`config.mk`:
```
export PLATFORM = sky130hd
export DESIGN_NAME = mem_access_unit
export DESIGN_NICKNAME = d
export VERILOG_FILES = /design/src/rtl/mem_access_unit_pkg.sv /design/src/rtl/mem_access_unit_dmem_lane_shift.sv /design/src/rtl/mem_access_unit.sv
export SDC_FILE = /design/constraint.sdc
export NUM_CORES = 1
export LEC_CHECK = 0
export CAP_MARGIN = 5
export CORE_ASPECT_RATIO = 0.9
export CORE_UTILIZATION = 50
export DETAILED_ROUTE_END_ITERATION = 6
export MAX_ROUTING_LAYER = met4
export PLACE_DENSITY = 0.77
export SLEW_MARGIN = 20
export SYNTH_ARGS = -nofsm -noshare
export SYNTH_HDL_FRONTEND = slang
export SYNTH_HIERARCHICAL = 1
export SYNTH_SLANG_ARGS = --single-unit
```
`constraint.sdc`:
```
create_clock -name clk -period 5.6 [get_ports clk]
set_input_delay 0.84 -clock clk [delete_from_list [all_inputs] [get_ports clk]]
set_output_delay 0.84 -clock clk [all_outputs]
set_load 0.05 [all_outputs]
```
`src/rtl/mem_access_unit_pkg.sv`:
```
// Shared definitions for the data-memory access stage: width codes, FSM
// state encodings, wait-counter width and access-size helpers.
package mem_access_unit_pkg;

    localparam logic [1:0] W_BYTE = 2'b00;
    localparam logic [1:0] W_HALF = 2'b01;
    localparam logic [1:0] W_WORD = 2'b10;

    localparam logic [1:0] ST_IDLE = 2'd0;
    localparam logic [1:0] ST_ACC0 = 2'd1;
    localparam logic [1:0] ST_ACC1 = 2'd2;
    localparam logic [1:0] ST_RESP = 2'd3;

    localparam int CNT_W = 8;

    // Byte-enable mask of an access at offset 0; the unused code 2'b11 acts as a word.
    function automatic logic [7:0] size_mask(input logic [1:0] width);
        case (width)
            W_BYTE:  return 8'h01;
            W_HALF:  return 8'h03;
            default: return 8'h0F;
        endcase
    endfunction

    function automatic logic is_misaligned(input logic [1:0] width, input logic [1:0] off);
        return ((width == W_HALF) && (off == 2'd3)) ||
               ((width != W_BYTE) && (width != W_HALF) && (off != 2'd0));
    endfunction

endpackage

```
`src/rtl/mem_access_unit_dmem_lane_shift.sv`:
```
// Byte-lane steering for the access stage: store strobes/data across the
// two-word window and load extraction with zero/sign extension.
module dmem_lane_shift
    import mem_access_unit_pkg::*;
(
    input  logic [1:0]  offset_i,
    input  logic [1:0]  width_i,
    input  logic        zext_i,
    input  logic        phase_i,
    input  logic [31:0] store_data_i,
    input  logic [31:0] word0_i,
    input  logic [31:0] word1_i,
    output logic [3:0]  wstrb_o,
    output logic [31:0] wdata_o,
    output logic [31:0] load_data_o
);

    logic [4:0]  shamt;
    logic [7:0]  strb8;
    logic [63:0] data64;
    logic [31:0] window;

    always_comb begin
        shamt  = {offset_i, 3'b000};
        strb8  = size_mask(width_i) << offset_i;
        data64 = {32'h0, store_data_i} << shamt;
        window = 32'({word1_i, word0_i} >> shamt);

        // phase_i selects the second word of a split access.
        wstrb_o = phase_i ? strb8[7:4]    : strb8[3:0];
        wdata_o = phase_i ? data64[63:32] : data64[31:0];

        case (width_i)
            W_BYTE:  load_data_o = {{24{~zext_i & window[7]}},  window[7:0]};
            W_HALF:  load_data_o = {{16{~zext_i & window[15]}}, window[15:0]};
            default: load_data_o = window;
        endcase
    end

endmodule

```
`src/rtl/mem_access_unit.sv`:
```
// Data-memory access stage on a req/ack bus with wait-state timeout and faults.
// Define MEM_MISALIGNED_SPLIT_EN to split misaligned accesses instead of trapping.
module mem_access_unit
    import mem_access_unit_pkg::*;
#(
    parameter int ADDR_W   = 32,
    parameter int MAX_WAIT = 15
) (
    input  logic              clk,
    input  logic              rst_n,
    input  logic              ex_mb__valid,
    input  logic [ADDR_W-1:0] ex_mb__alu_y,
    input  logic [31:0]       ex_mb__rs2_rdata,
    input  logic [1:0]        ex_mb__dmem_width,
    input  logic              ex_mb__dmem_zero_ext,
    input  logic              ex_mb__dmem_read,
    input  logic              ex_mb__dmem_write,
    output logic              mb_ex__stall,
    output logic              dbus_req,
    output logic              dbus_we,
    output logic [ADDR_W-1:0] dbus_addr,
    output logic [3:0]        dbus_wstrb,
    output logic [31:0]       dbus_wdata,
    input  logic              dbus_ack,
    input  logic              dbus_err,
    input  logic [31:0]       dbus_rdata,
    output logic              mb_wb__valid,
    output logic [31:0]       mb_wb__rdata,
    output logic              mb_wb__fault,
    output logic              mb_wb__misaligned
);

`ifdef MEM_MISALIGNED_SPLIT_EN
    localparam logic SPLIT_EN = 1'b1;
`else
    localparam logic SPLIT_EN = 1'b0;
`endif

    logic [1:0]        state_q, state_d;
    logic [CNT_W-1:0]  cnt_q, cnt_d, cnt_inc;
    logic [ADDR_W-1:0] addr_q, addr_d;
    logic [31:0]       wdata_q, wdata_d;
    logic [1:0]        width_q, width_d;
    logic              zext_q, zext_d, we_q, we_d, split_q, split_d;
    logic [31:0]       word0_q, word0_d, rdata_q, rdata_d;
    logic              fault_q, fault_d, mis_q, mis_d;

    logic              accept, acc_mis, acc_active, in_acc1, in_resp;
    logic [ADDR_W-1:0] base_addr;
    logic [3:0]        lane_wstrb;
    logic [31:0]       lane_wdata, load_data, ld_word0, ld_word1;

    assign accept     = (state_q == ST_IDLE) && ex_mb__valid &&
                        (ex_mb__dmem_read || ex_mb__dmem_write);
    assign acc_mis    = is_misaligned(ex_mb__dmem_width, ex_mb__alu_y[1:0]);
    assign acc_active = (state_q == ST_ACC0) || (state_q == ST_ACC1);
    assign in_acc1    = (state_q == ST_ACC1);
    assign in_resp    = (state_q == ST_RESP);

    assign mb_ex__stall = accept || acc_active;

    assign base_addr  = {addr_q[ADDR_W-1:2], 2'b00};
    assign dbus_req   = acc_active;
    assign dbus_we    = acc_active && we_q;
    assign dbus_addr  = !acc_active ? '0 : (in_acc1 ? base_addr + ADDR_W'(4) : base_addr);
    assign dbus_wstrb = dbus_we ? lane_wstrb : 4'h0;
    assign dbus_wdata = dbus_we ? lane_wdata : 32'h0;

    // The load window is assembled at the final ack: word0 is live on the bus
    // for an unsplit access and comes from the capture register after ACC1.
    assign ld_word0 = in_acc1 ? word0_q : dbus_rdata;
    assign ld_word1 = in_acc1 ? dbus_rdata : 32'h0;

    assign mb_wb__valid      = in_resp;
    assign mb_wb__rdata      = in_resp ? rdata_q : 32'h0;
    assign mb_wb__fault      = in_resp && fault_q;
    assign mb_wb__misaligned = in_resp && mis_q;

    dmem_lane_shift u_lane (
        .offset_i     (addr_q[1:0]),
        .width_i      (width_q),
        .zext_i       (zext_q),
        .phase_i      (in_acc1),
        .store_data_i (wdata_q),
        .word0_i      (ld_word0),
        .word1_i      (ld_word1),
        .wstrb_o      (lane_wstrb),
        .wdata_o      (lane_wdata),
        .load_data_o  (load_data)
    );

    always_comb begin
        // NOTE: every variable assigned here gets a default first, so no path
        // leaves one unassigned and no latch is inferred.
        state_d = state_q;
        cnt_d   = cnt_q;
        addr_d  = addr_q;
        wdata_d = wdata_q;
        width_d = width_q;
        zext_d  = zext_q;
        we_d    = we_q;
        split_d = split_q;
        word0_d = word0_q;
        rdata_d = rdata_q;
        fault_d = fault_q;
        mis_d   = mis_q;
        cnt_inc = cnt_q + 1'b1;

        case (state_q)
            ST_IDLE: begin
                if (accept) begin
                    addr_d  = ex_mb__alu_y;
                    wdata_d = ex_mb__rs2_rdata;
                    width_d = ex_mb__dmem_width;
                    zext_d  = ex_mb__dmem_zero_ext;
                    we_d    = ex_mb__dmem_write;
                    split_d = acc_mis && SPLIT_EN;
                    mis_d   = acc_mis && !SPLIT_EN;
                    fault_d = 1'b0;
                    rdata_d = 32'h0;
                    cnt_d   = '0;
                    state_d = (acc_mis && !SPLIT_EN) ? ST_RESP : ST_ACC0;
                end
            end
            ST_ACC0, ST_ACC1: begin
                // err beats ack, and ack beats the timeout.
                if (dbus_err) begin
                    fault_d = 1'b1;
                    rdata_d = 32'h0;
                    state_d = ST_RESP;
                end else if (dbus_ack) begin
                    cnt_d = '0;
                    if (!in_acc1) word0_d = dbus_rdata;
                    if (!in_acc1 && split_q) begin
                        state_d = ST_ACC1;
                    end else begin
                        rdata_d = we_q ? 32'h0 : load_data;
                        state_d = ST_RESP;
                    end
                end else if (cnt_inc == CNT_W'(MAX_WAIT)) begin
                    fault_d = 1'b1;
                    rdata_d = 32'h0;
                    state_d = ST_RESP;
                end else begin
                    cnt_d = cnt_inc;
                end
            end
            ST_RESP: state_d = ST_IDLE;
            default: state_d = ST_IDLE;
        endcase
    end

    // NOTE: state registers use non-blocking assignments so every flop samples
    // the pre-edge values of the others regardless of evaluation order.
    always_ff @(posedge clk or negedge rst_n) begin
        if (!rst_n) begin
            state_q <= ST_IDLE;
            cnt_q   <= '0;
            addr_q  <= '0;
            wdata_q <= 32'h0;
            width_q <= W_BYTE;
            zext_q  <= 1'b0;
            we_q    <= 1'b0;
            split_q <= 1'b0;
            word0_q <= 32'h0;
            rdata_q <= 32'h0;
            fault_q <= 1'b0;
            mis_q   <= 1'b0;
        end else begin
            state_q <= state_d;
            cnt_q   <= cnt_d;
            addr_q  <= addr_d;
            wdata_q <= wdata_d;
            width_q <= width_d;
            zext_q  <= zext_d;
            we_q    <= we_d;
            split_q <= split_d;
            word0_q <= word0_d;
            rdata_q <= rdata_d;
            fault_q <= fault_d;
            mis_q   <= mis_d;
        end
    end

endmodule

```
# --- Word-level counts from Yosys, hierarchy flattened ---
# Cells that the tools add are included.
# Widths: inputs -> output; s select.
op_classes:
  addsub: 2
  mul: 0
  div: 0
  order_cmp: 0
  eq_ne: 14
  shift: 3
  muxes: 33
  bitwise: 4
  reduce_logical: 24
op_table:
  columns: ["cell", "count"]
  rows:
  - ["$mux 32", 12]
  - ["$pmux 32 s2", 2]
  - ["$shl 32x5->64", 1]
  - ["$shr 64x5->32", 1]
  - ["$add 32x3->32 const B", 1]
  - ["$mux 8", 4]
  - ["$pmux 8 s2", 1]
  - ["$mux 2", 5]
  - ["$ne 3x3->1 const B", 3]
  - ["$add 8x1->8 const B", 1]
  - ["$eq 8x4->1 const B", 1]
  - ["$logic_and 1x1->1", 8]
  - ["$mux 4", 2]
  - ["$pmux 4 s2", 1]
  - ["$reduce_and 4->1", 2]
  - ["$shl 4x2->8", 1]
  - ["$eq 2x1->1 const B", 3]
  - ["$eq 2x2->1 const B", 3]
  - ["$pmux 2 s3", 1]
  - ["$reduce_and 3->1", 2]
  - ["$reduce_bool 2->1", 3]
  - ["$logic_not 2->1", 2]
  - ["$logic_or 1x1->1", 4]
  - ["$mux 1", 4]
  - ["other kinds (8)", 12]
totals:
  reg_bits: 144
  latchBits: 0
  mem_bits_rw: 0
  rom_bits: 0
  inputBits: 106
  out_inout_bits: 106
  wordCells: 91
  n_memories: 0

# --- Logic depth before layout (Yosys ltp) ---
logic_depth:
  depth_word: 9
  mapped_depth: 13
  ltp_nobuf: 8

# --- Hierarchy ---
# The synthesis kept the hierarchy.
modules_own_cells:
  columns: ["mod", "instances", "cells_each", "area_per_inst_um2", "seq_area_each_um2"]
  rows:
  - ["mem_access_unit", 1, 658, 7493.4, 3603.5]
  - ["dmem_lane_shift", 1, 238, 1809.2, 0.0]

# --- Worst setup path before layout ---
# OpenSTA, ideal clock, no wires.
synth_path:
  path_kind: "register to output"
  from: "reg state_q[0]"
  to: "out dbus_addr[16]"
  arrival_time_ns: 2.611
  required_time_ns: 4.760
  slack_ns: 2.149
  stages_incl_launch_ff: 8
  n_path_buf: 1
  path_cell_list: "dfrtp_1 -> inv_1 -> ha_1 -> buf_2 -> and4_1 -> nand4_1 -> or3_1 -> a21oi_1"
synth_between:
  elab_chain_cells: 3
  elab_cells_between_ends: 5
  cone_classes: "eq/ne: 2; mux: 2; reduce/logical: 1"
synth_lines:
  columns: ["element", "line", "source"]
  rows:
  - ["from (decl)", "mem_access_unit.sv:39", "logic [1:0] state_q, state_d;"]
  - ["from (signal assigned)", "mem_access_unit.sv:170", "state_q <= state_d;"]
  - ["$eq 2x2->1 (*)", "mem_access_unit.sv:57", "assign in_acc1 = (state_q == ST_ACC1);"]
  - ["via in_acc1", "mem_access_unit.sv:48", "logic accept, acc_mis, acc_active, in_acc1, in_resp;"]
  - ["$mux 32 / $logic_or 1x1->1 (equally long branches)", "mem_access_unit.sv:65, mem_access_unit.sv:56", null]
  - ["$mux 32 (*)", "mem_access_unit.sv:65", "assign dbus_addr = !acc_active ? '0 : (in_acc1 ? base_addr + ADDR_W'(4) : base_addr);"]
  - ["to (decl)", "mem_access_unit.sv:21", "output logic [ADDR_W-1:0] dbus_addr,"]
# Mark *: on every way through the listed nets, which the timed path passes. The rest lies on a longest branch.

# --- Worst setup path after layout ---
layout_path:
  from: "reg state_q[0]"
  to: "out dbus_addr[28]"
# The elaborated chain is that of the path after synthesis.

==> out/qor.csv <==
metric;value;unit
Hold Violations, Final;0;
number of global-route vias before repair;7107;
CP peak stage delay;0.83;ns
number of nets at the end of the flow;1167;
number of diodes;0;
data arrival time of the worst path;3.69;ns
number of setup buffers added after CTS;0;
Worst Setup End Kind;output port;
Max Buffers Root-to-Sink;2;
CTS H-tree lvls;4;
DRC violation total after the first TritonRoute iteration;473;
post-route worst hold slack;0.471;ns
period utilisation layout;80.8;%
CTS clock-pin slew for the worst setup and hold paths;0.07;ns
kind of start point of the critical path;flip-flop;
status;completed;
post-CTS sizing;0;
P per Cell Area;653;nW/µm²
VDD IR-drop max;341;µV
crit path kind;flip-flop to output port;
Max-slew headroom;29.8;%
Sum Neg Setup Slack;0;ns
fraction of final layout cells sized beyond drive strength 1;19.9;%
cell total after placement;1274;
least setup slack across all paths after layout;1.07;ns
total detailed-routing wirelength;24800;µm
number of sinks handled by clock tree synthesis;144;
leading cell type in the layout, fill and taps excluded;sky130_fd_sc_hd__clkdlybuf4s50_1;
number of max-slew violations in the final report;0;
cell with the biggest individual delay on the critical path;sky130_fd_sc_hd__clkdlybuf4s50_1;
Num CTS Buffers;17;
number of hold buffers added after CTS;0;
TritonCTS clock tree;done;
PortBufs;209;
critical path required time;4.76;ns
netlist area before placement;9250;µm²
total track usage;26.8;%
core occupancy in the finished layout;67.4;%
leakage power figure;5.09;nW
antenna viol nets, final;0;
Max Clock Freq;0.221;GHz
Chip Height;131;µm
total congestion overflow after global routing;0;
hold crit path type;input pin to asynchronous set/reset pin;
final design area excluding fillers;12000;µm²
routed vias;7430;
router iterations before antenna repair;5;
launching element of the worst setup path;state_q[0];
total I/O pin count;212;
area added between synthesis and finish;29.9;%
cell breakdown of the critical path;inv_1 > ha_2 > and4_1 > nand4_1 > nor4b_1 > xnor2_1 > nor2_1 > clkdlybuf4s50_1;
Max-cap violations;0;
initial antenna violation count;0;
chip width;145;µm
Cell Area, Placed;11400;µm²
post-synthesis instance total;888;
syn_area_per_cell;10.4;µm²
Worst Path Max Fanout;17;
count of filler cells inserted in the layout;1402;
worst skew pair latency;0.42;ns
Core Rows;46;
setup repair after global routing missed its margin;no;
Final Power;7.84;mW
transition at the pin with the smallest max-transition slack;1.05;ns
Core Region;17800;µm²
global-route wire length before repair;38500;µm
routed vias/inst;5.69;
worst-case clock skew;0.0103;ns
pin count of the biggest net entering global routing;93;
Die Outline Area;19100;µm²
commonest non-fill, non-tap cells in the layout;sky130_fd_sc_hd__clkdlybuf4s50_1, sky130_fd_sc_hd__mux2_2, sky130_fd_sc_hd__dfrtp_1, sky130_fd_sc_hd__and2_1, sky130_fd_sc_hd__nand2_1;
HPWL after detailed placement;17300;µm
wire length per cell after detailed routing;19.0;µm
Root Driver;sky130_fd_sc_hd__clkbuf_16;
Placer Congestion;0.861;
total of endpoints with negative setup slack in the final report;0;
DRC violation count after routing;0;
Min Clock Period, post-route;4.53;ns
Final Instance Count excl. Fillers;1306;
effective utilization at floorplan;51.9;%
number of warnings reported in the yosys synthesis log;6;
pre-CTS setup slack;1.52;ns
reg-to-reg critical path startpoint;state_q[0];
## registers in the layout (all words and copies together), names as in the netlist
signal   flops
we_q         1
fault_q      1
word0_q     32
width_q      2
zext_q       1
cnt_q        8
state_q      2
mis_q        1
wdata_q     32
rdata_q     32
addr_q      32
## path summary, 6_finish.rpt
kind	slack (ns)	cells past startpoint	end
max reg2reg	1.98	9	rdata_q[29]
max	1.07	8	dbus_addr[28]
max in group asynchronous	3.92	2	rdata_q[5]
min	0.47	1	word0_q[10]
min reg2reg	0.47	2	mis_q
min in group clk	0.47	2	mis_q
## worst max-delay path, delay by kind of cell (launching register included)
family,cells,cell delay (ns)
XOR/XNOR,1,0.10
adder cells (fa/ha/maj),1,0.44
buffers and inverters,2,0.97
flip-flops,1,0.41
AND/OR/NAND/NOR,4,1.34
## report_power, final
| group | total, mW | switching [mW] | internal, mW |
|---|---|---|---|
| registers | 1.99 | 0.489 | 1.50 |
| logic | 4.62 | 2.76 | 1.86 |
| clock network | 1.23 | 0.468 | 0.765 |
## metal layers
layer	vias to the layer above	wire (µm)	GRT usage, %
li1	3537	-	-
met1	3625	11400	36.3
met2	245	11400	40.0
met3	23	1710	6.68
met4	0	359	7.74
met5	-	0	-
## cell type report
class                           count  area [µm²]  area share, %
Multi-Input combinational cell    660        5270           43.8
Sequential cell                   144        3610           30.0
Timing Repair Buffer              217        2150           17.9
Clock buffer                       18         439           3.65
Tap cell                          240         300           2.50
Clock inverter                     14         203           1.69
Inverter                           13        48.8          0.406
(Power assumes the default switching activity.)
